**src/rtl/prescaler_ctrl.sv**
```systemverilog
// Selectable-ratio prescaler controller: divide-by-2^sel tick enable and square-wave output,
// with ratio changes accepted by handshake and applied only at the end of an output period.
module prescaler_ctrl #(
    parameter int unsigned         SEL_W     = 2,
    parameter logic [SEL_W-1:0]    RESET_SEL = '0
) (
    input  logic             clk,
    input  logic             rst,
    input  logic             run,
    input  logic             cfg_valid,
    input  logic [SEL_W-1:0] cfg_sel,
    output logic             cfg_ready,
    output logic [SEL_W-1:0] cur_sel,
    output logic             busy,
    output logic             tick,
    output logic             div_out
);

    localparam int unsigned CNT_W = 2 ** SEL_W - 1;

    typedef enum logic [1:0] {StIdle, StRun, StPend} state_e;

    state_e             state_q, state_d;
    logic [SEL_W-1:0]   cur_sel_q, cur_sel_d;
    logic [SEL_W-1:0]   pend_sel_q, pend_sel_d;
    logic [CNT_W-1:0]   cnt_q, cnt_d;
    logic               tick_q, tick_d;
    logic               div_q, div_d;
    logic [CNT_W-1:0]   term;
    logic               wrap;
    logic               hs;

    // 2^cur_sel - 1 as a mask of cur_sel low ones
    assign term      = ~({CNT_W{1'b1}} << cur_sel_q);
    assign wrap      = (cnt_q == term);
    assign cfg_ready = (state_q != StPend);
    assign busy      = (state_q == StPend);
    assign hs        = cfg_valid && cfg_ready;

    assign cur_sel = cur_sel_q;
    assign tick    = tick_q;
    assign div_out = div_q;

    always_comb begin
        state_d    = state_q;
        cur_sel_d  = cur_sel_q;
        pend_sel_d = pend_sel_q;
        cnt_d      = cnt_q;
        tick_d     = tick_q;
        div_d      = div_q;

        unique case (state_q)
            StIdle: begin
                cnt_d  = '0;
                tick_d = 1'b0;
                div_d  = 1'b0;
                if (hs) cur_sel_d = cfg_sel;
                if (run) state_d = StRun;
            end
            StRun, StPend: begin
                if (!run) begin
                    state_d = StIdle;
                    cnt_d   = '0;
                    tick_d  = 1'b0;
                    div_d   = 1'b0;
                    if (state_q == StPend) begin
                        cur_sel_d = pend_sel_q;
                    end else if (hs) begin
                        cur_sel_d = cfg_sel;
                    end
                end else if (state_q == StPend && wrap && div_q) begin
                    // Falling toggle of div_out closes the period; switch ratio here.
                    state_d   = StRun;
                    cur_sel_d = pend_sel_q;
                    cnt_d     = '0;
                    tick_d    = 1'b1;
                    div_d     = 1'b0;
                end else begin
                    if (wrap) begin
                        cnt_d  = '0;
                        tick_d = 1'b1;
                        div_d  = ~div_q;
                    end else begin
                        cnt_d  = cnt_q + CNT_W'(1);
                        tick_d = 1'b0;
                    end
                    if (hs) begin
                        pend_sel_d = cfg_sel;
                        state_d    = StPend;
                    end
                end
            end
            default: state_d = StIdle;
        endcase
    end

    always_ff @(posedge clk or posedge rst) begin
        if (rst) begin
            state_q    <= StIdle;
            cur_sel_q  <= RESET_SEL;
            pend_sel_q <= '0;
            cnt_q      <= '0;
            tick_q     <= 1'b0;
            div_q      <= 1'b0;
        end else begin
            state_q    <= state_d;
            cur_sel_q  <= cur_sel_d;
            pend_sel_q <= pend_sel_d;
            cnt_q      <= cnt_d;
            tick_q     <= tick_d;
            div_q      <= div_d;
        end
    end

endmodule

```
**config.mk**
```make
export PLATFORM = sky130hd
export DESIGN_NAME = prescaler_ctrl
export DESIGN_NICKNAME = d
export VERILOG_FILES = /design/src/rtl/prescaler_ctrl.sv
export SDC_FILE = /design/constraint.sdc
export NUM_CORES = 1
export LEC_CHECK = 0
export BUFFER_PORTS_ARGS = -buffer_cell sky130_fd_sc_hd__clkbuf_2
export CAP_MARGIN = 5
export CORE_UTILIZATION = 45
export DETAILED_ROUTE_END_ITERATION = 10
export GPL_ROUTABILITY_DRIVEN = 0
export PLACE_DENSITY_LB_ADDON = 0.25
export REMOVE_ABC_BUFFERS = 1
export SLEW_MARGIN = 20
export SYNTH_ARGS = -nofsm -noshare
export SYNTH_HDL_FRONTEND = slang
export SYNTH_SLANG_ARGS = --single-unit
```
**constraint.sdc**
```tcl
create_clock -name clk -period 1.9 [get_ports clk]
set_input_delay 0.095 -clock clk [delete_from_list [all_inputs] [get_ports clk]]
set_output_delay 0.095 -clock clk [all_outputs]
set_load 0.1 [all_outputs]
```
## Yosys cells after proc, flatten, opt, wreduce, memory -nomap -nowiden

Cells that the tools add are included.

- Word-level logic and storage cells: 51
- Bits of input ports: 6
- Register bits: 11
- Output and inout bits: 6

- Eq/ne operators: 8
- Add/subtract/negate cells: 1
- Bitwise operators: 3
- Multiplexer cells: 22
- Reductions and logical operators: 10
- Shifts and indexed selects: 1

Operators by type and width:

| kind | count |
|---|---|
| 2-to-1 mux 2 bit | 8 |
| 2-to-1 mux 3 bit | 3 |
| != test 4 bit, second input constant | 2 |
| one-hot mux 2 bit (2 select lines) | 2 |
| 2-to-1 mux 1 bit | 6 |
| one-hot mux 3 bit (2 select lines) | 1 |
| AND reduction 2 bit | 3 |
| != test 2 bit, second input constant | 2 |
| one-hot mux 1 bit (2 select lines) | 2 |
| AND reduction 4 bit | 1 |
| adder 3 x 1 -> 3 bit, second input constant | 1 |
| == test 3 bit | 1 |
| logical AND 1 bit | 3 |
| != test 3 bit, second input constant | 1 |
| NOT 3 bit | 1 |
| left shift 3 x 2 -> 3 bit, first input constant | 1 |
| == test 2 x 1 -> 1 bit, second input constant | 1 |
| == test 2 bit, second input constant | 1 |
| zero test 2 bit | 1 |
| NOT 1 bit | 2 |
| nonzero test 2 bit | 1 |
| OR reduction 2 bit | 1 |

## Longest topological paths before layout

- Word-level depth: 8
- Mapped depth: 7

## Worst setup path before layout

Ideal clock, no wire load.

- Path type: register to register
- Start: reg state_q[0]
- End: reg cur_sel_q[0] (netlist: cur_sel[0])
- Data required time: 1.774 ns
- Stages on the path, launching flop included: 7
- Arrival: 2.139 ns
- Period minus slack after synthesis: 2.266 ns
- Path slack: -0.366 ns
- Setup time: 0.126 ns
- Path through: dfrtp_1 inv_1 ha_1 and2_2 a32oi_1 a32oi_1 o2bb2ai_1

RTL lines:

| what | line | text |
|---|---|---|
| from (decl) | 23 | `state_e state_q, state_d;` |
| from (signal assigned) | 99 | `state_q <= StIdle;` |
| from (signal assigned) | 106 | `state_q <= state_d;` |
| == test 2 bit (*) | -- |  |
| via busy | 14 | `output logic busy,` |
| logical AND 1 bit (2 in a row) | 71 | `end else if (state_q == StPend && wrap && div_q) begin` |
| != test 3 bit (no source line) | -- |  |
| AND reduction 2 bit (no source line) | -- |  |
| to (signal assigned) | 107 | `cur_sel_q <= cur_sel_d;` |
| to (decl) | 24 | `logic [SEL_W-1:0] cur_sel_q, cur_sel_d;` |

The timed path passes the listed nets; every way through them passes the cells marked *.
A chain may end at the register's enable or synchronous reset.

## Worst setup path after layout

- Start: reg state_q[0]
- End: reg cur_sel_q[0] (netlist: cur_sel[0])

- Word-level cells in the longest chain between the ends: 6

Ends and longest elaborated chain:

| what | line | text |
|---|---|---|
| != test 2 bit | 36 | `assign cfg_ready = (state_q != StPend);` |
| logical AND 1 bit | 38 | `assign hs = cfg_valid && cfg_ready;` |
| 2-to-1 mux 2 bit | -- |  |
| 2-to-1 mux 2 bit | 66 | `if (state_q == StPend) begin` |
| 2-to-1 mux 2 bit | 61 | `if (!run) begin` |
| one-hot mux 2 bit (2 select lines) | 52 | `unique case (state_q)` |

Parallel ways exist; a longest one is shown, timed or not.

==> metrics.txt <==
result of the run finished clean; routed wire length per instance 14.3 um; register-to-register path setup slack 0.12 ns; leakage power 0.400 nW; clock latency on the worst-skew pair 0.27 ns; Reg clk slew, reported paths 0.08 ns; global-route wire length before repair 2.66 mm; endpoint arrival time on the critical path 1.97 ns; cell type with the highest aggregate area in the netlist sky130_fd_sc_hd__dfrtp_1; unrepaired setup endpoints after global routing no; Max-Cap Viols 0; growth of design area from synthesis to finish 13.9%; routed wire length 1.63 mm; placed cell count 109; kind of launch point of the worst setup path flip-flop; std cell rows 14; main flop type after synthesis sky130_fd_sc_hd__dfrtp_1; most numerous cell in the Yosys netlist sky130_fd_sc_hd__dfrtp_1; top area cells in the synthesized netlist sky130_fd_sc_hd__dfrtp_1 37%, sky130_fd_sc_hd__ha_1 6.7%, sky130_fd_sc_hd__a32oi_1 4.7%, sky130_fd_sc_hd__inv_1 4.0%, sky130_fd_sc_hd__nand2_1 3.5%; path type of the worst min-delay path input pin to flip-flop; critical path class flip-flop to flip-flop; worst r2r path cells 6; worst slew pin tran 0.524 ns; total chip power 1.54 mW; final setup violating endpoints 0; layout cells sized above 1 0.214; crit path capture type flip-flop; critical-path cell with the highest stage delay sky130_fd_sc_hd__dfrtp_1; Max Freq 562 MHz; peak supply drop 0.809 mV; peak per-stage delay on the critical path 0.37 ns; minimum clock period 1.78 ns; overall die area 0.00183 mm2; top cells by count, synth 11 x sky130_fd_sc_hd__dfrtp_1, 8 x sky130_fd_sc_hd__inv_1, 7 x sky130_fd_sc_hd__nand2_1, 7 x sky130_fd_sc_hd__nor2_1; Most Frequent Cell on Critical Path sky130_fd_sc_hd__a32oi_1; fraction of the yosys area taken by sequential cells 0.368; async set-or-reset flop fraction in the synthesized netlist 1.00; vias in the first global route 653; CTS-repair resized insts 0; launch point of the critical path state_q[0]$_DFFE_PP0P_; Root Buffer Master sky130_fd_sc_hd__clkbuf_4; CP Cell Sequence inv_1 -> ha_1 -> and2_2 -> a32oi_1 -> a32oi_1 -> o2bb2ai_1; area after detailed placement 816 um2; global-route usage over all layers 0.196; Post-DRT Antenna Nets 0; end point of the critical path cur_sel[0]$_DFFE_PP0P_; Clock Tree Buf Depth 2; Syn Inst Count 84; x dimension of the die 42.8 um; Diodes inserted 0; HPWL after detailed placement 1.27 mm; Final Max Slew Viols 0; number of unique standard cell types used by synthesis 35; area share of the largest cell type after synthesis 0.368; Cell Area, Synth 748 um2; net count of the finished layout 109; Num CTS Buffers 3; total number of yosys warnings 0; total congestion overflow 0; area of all placed cells without fillers 852 um2; remaining design rule violation count 0; Seq cells post-synth 11; start of the worst register-to-register path state_q[0]$_DFFE_PP0P_; Placeable Area 0.00152 mm2; number of vias after detailed routing 652; final cell count without fillers 114; number of enable flip-flop cells after synthesis 0; Mapped Avg Cell Area 8.91 um2; Die Y 42.8 um; post-layout util 0.559; Iteration-0 DRC Markers 13; pin count of the biggest net entering global routing 12; worst clock skew on the final layout 0.00526 ns; count of H-tree levels built during CTS 1; clock net sink count 11; initial cell density of the core 0.491; reg-to-reg critical path endpoint cur_sel[0]$_DFFE_PP0P_; pwr/cell area 1810 mW/mm2; crit path max fanout 9; Buffers on Ports 11; TritonCTS clock tree done; number of vias per cell after detailed routing 5.72; Initial DRT Pass Iterations 2; worst max-slew margin expressed relative to the limit 0.646; share of the clock period used by the worst path after layout 0.937; IO Pins 12; Hold Violations, Final 0; initial antenna violation count 0; Critical Path RT 2.09 ns
[layout by cell type, fill, tap and decap left out, types with 2 or more instances in the layout]
| cell | instances |
|---|---|
| sky130_fd_sc_hd__dfrtp_1 | 11 |
| sky130_fd_sc_hd__clkbuf_2 | 11 |
| sky130_fd_sc_hd__inv_1 | 8 |
| sky130_fd_sc_hd__nor2_1 | 7 |
| sky130_fd_sc_hd__nand2_1 | 7 |
| sky130_fd_sc_hd__a32oi_1 | 4 |
| sky130_fd_sc_hd__o21ai_0 | 4 |
| sky130_fd_sc_hd__ha_1 | 4 |
| sky130_fd_sc_hd__nor3_1 | 3 |
| sky130_fd_sc_hd__nand3_1 | 3 |
| sky130_fd_sc_hd__o2bb2ai_1 | 3 |
| sky130_fd_sc_hd__clkbuf_4 | 3 |
| sky130_fd_sc_hd__and2_2 | 2 |
| sky130_fd_sc_hd__mux2_2 | 2 |
| sky130_fd_sc_hd__mux2i_1 | 2 |
| sky130_fd_sc_hd__o211ai_1 | 2 |
[registers in the layout, summed over array words and instances, names as in the netlist]
| signal | flops |
|---|---|
| pend_sel_q | 2 |
| tick | 1 |
| cur_sel | 2 |
| state_q | 2 |
| div_out | 1 |
| cnt_q | 3 |
[worst max-delay path: cells and delay by family (launching register included)]
kind,cells,cell delay (ns)
AO/OA/AOI/OAI,3,0.72
AND/OR/NAND/NOR,1,0.22
flip-flops,1,0.37
buffers and inverters,1,0.08
adder cells (fa/ha/maj),1,0.31
[layer usage]
| layer | track usage | vias to the layer above | wire, um |
|---|---|---|---|
| li1 | - | 341 | - |
| met1 | 0.212 | 303 | 760 |
| met2 | 0.367 | 6 | 834 |
| met3 | 0.0255 | 2 | 25 |
| met4 | 0.0938 | 0 | 9 |
| met5 | 0 | - | 0 |
[metrics by stage]
stage / setup WS (ns) / hold WS [ns] / setup TNS (ns)
floorplan: -0.366 / -0.0526 / -2.27
global placement: 0.209 / 0.0958 / 0
detailed placement: 0.143 / 0.103 / 0
CTS: 0.131 / 0.0691 / 0
global route: 0.0209 / 0.0852 / 0
finish: 0.120 / 0.0751 / 0
[report_power, final]
group,switching (mW),internal (mW),leakage (nW)
Sequential,0.0849,0.323,0.144
Clock,0.0804,0.0812,0.0150
Combinational,0.710,0.265,0.241
[worst min-delay path by stage]
stage / cells after the start / slack [ns] / endpoint / startpoint
after floorplan: 1 / -0.05 / cnt_q[0]$_DFFE_PP0P_ / rst
after detailed placement: 2 / 0.10 / cur_sel[0]$_DFFE_PP0P_ / rst
after global routing: 2 / 0.09 / pend_sel_q[0]$_DFFE_PP0P_ / cfg_sel[0]
after global placement: 2 / 0.1 / pend_sel_q[1]$_DFFE_PP0P_ / rst
final: 2 / 0.08 / pend_sel_q[0]$_DFFE_PP0P_ / cfg_sel[0]
after CTS: 2 / 0.07 / pend_sel_q[0]$_DFFE_PP0P_ / cfg_sel[0]
[kinds of logic (layout without fill, tap and decap cells)]
kind of cell,count (synthesis),in the layout,share of synthesized area
simple gates,32,32,0.231
buf+inv,10,24,0.0502
flops,11,11,0.368
compound gates,23,23,0.227
mux,4,4,0.0569
fa+ha+maj,4,4,0.0669
[repair_timing]
item / 4_1_cts / 5_1_grt
hold buffers: 1 / 0
endpoints found under the setup margin: 0 / 0
hold endpoints to repair: 11 / 0
buffers inserted: 0 / 0
[layout make-up]
class                      count  area, um2
timing repair buffer          12       65.1
multi-input combinational     63        435
tap                           16       20.0
fill                         139        672
inverter                       8       30.0
clock buffer                   4       26.3
sequential                    11        275
No activity file was read; power rests on OpenSTA's default activity.
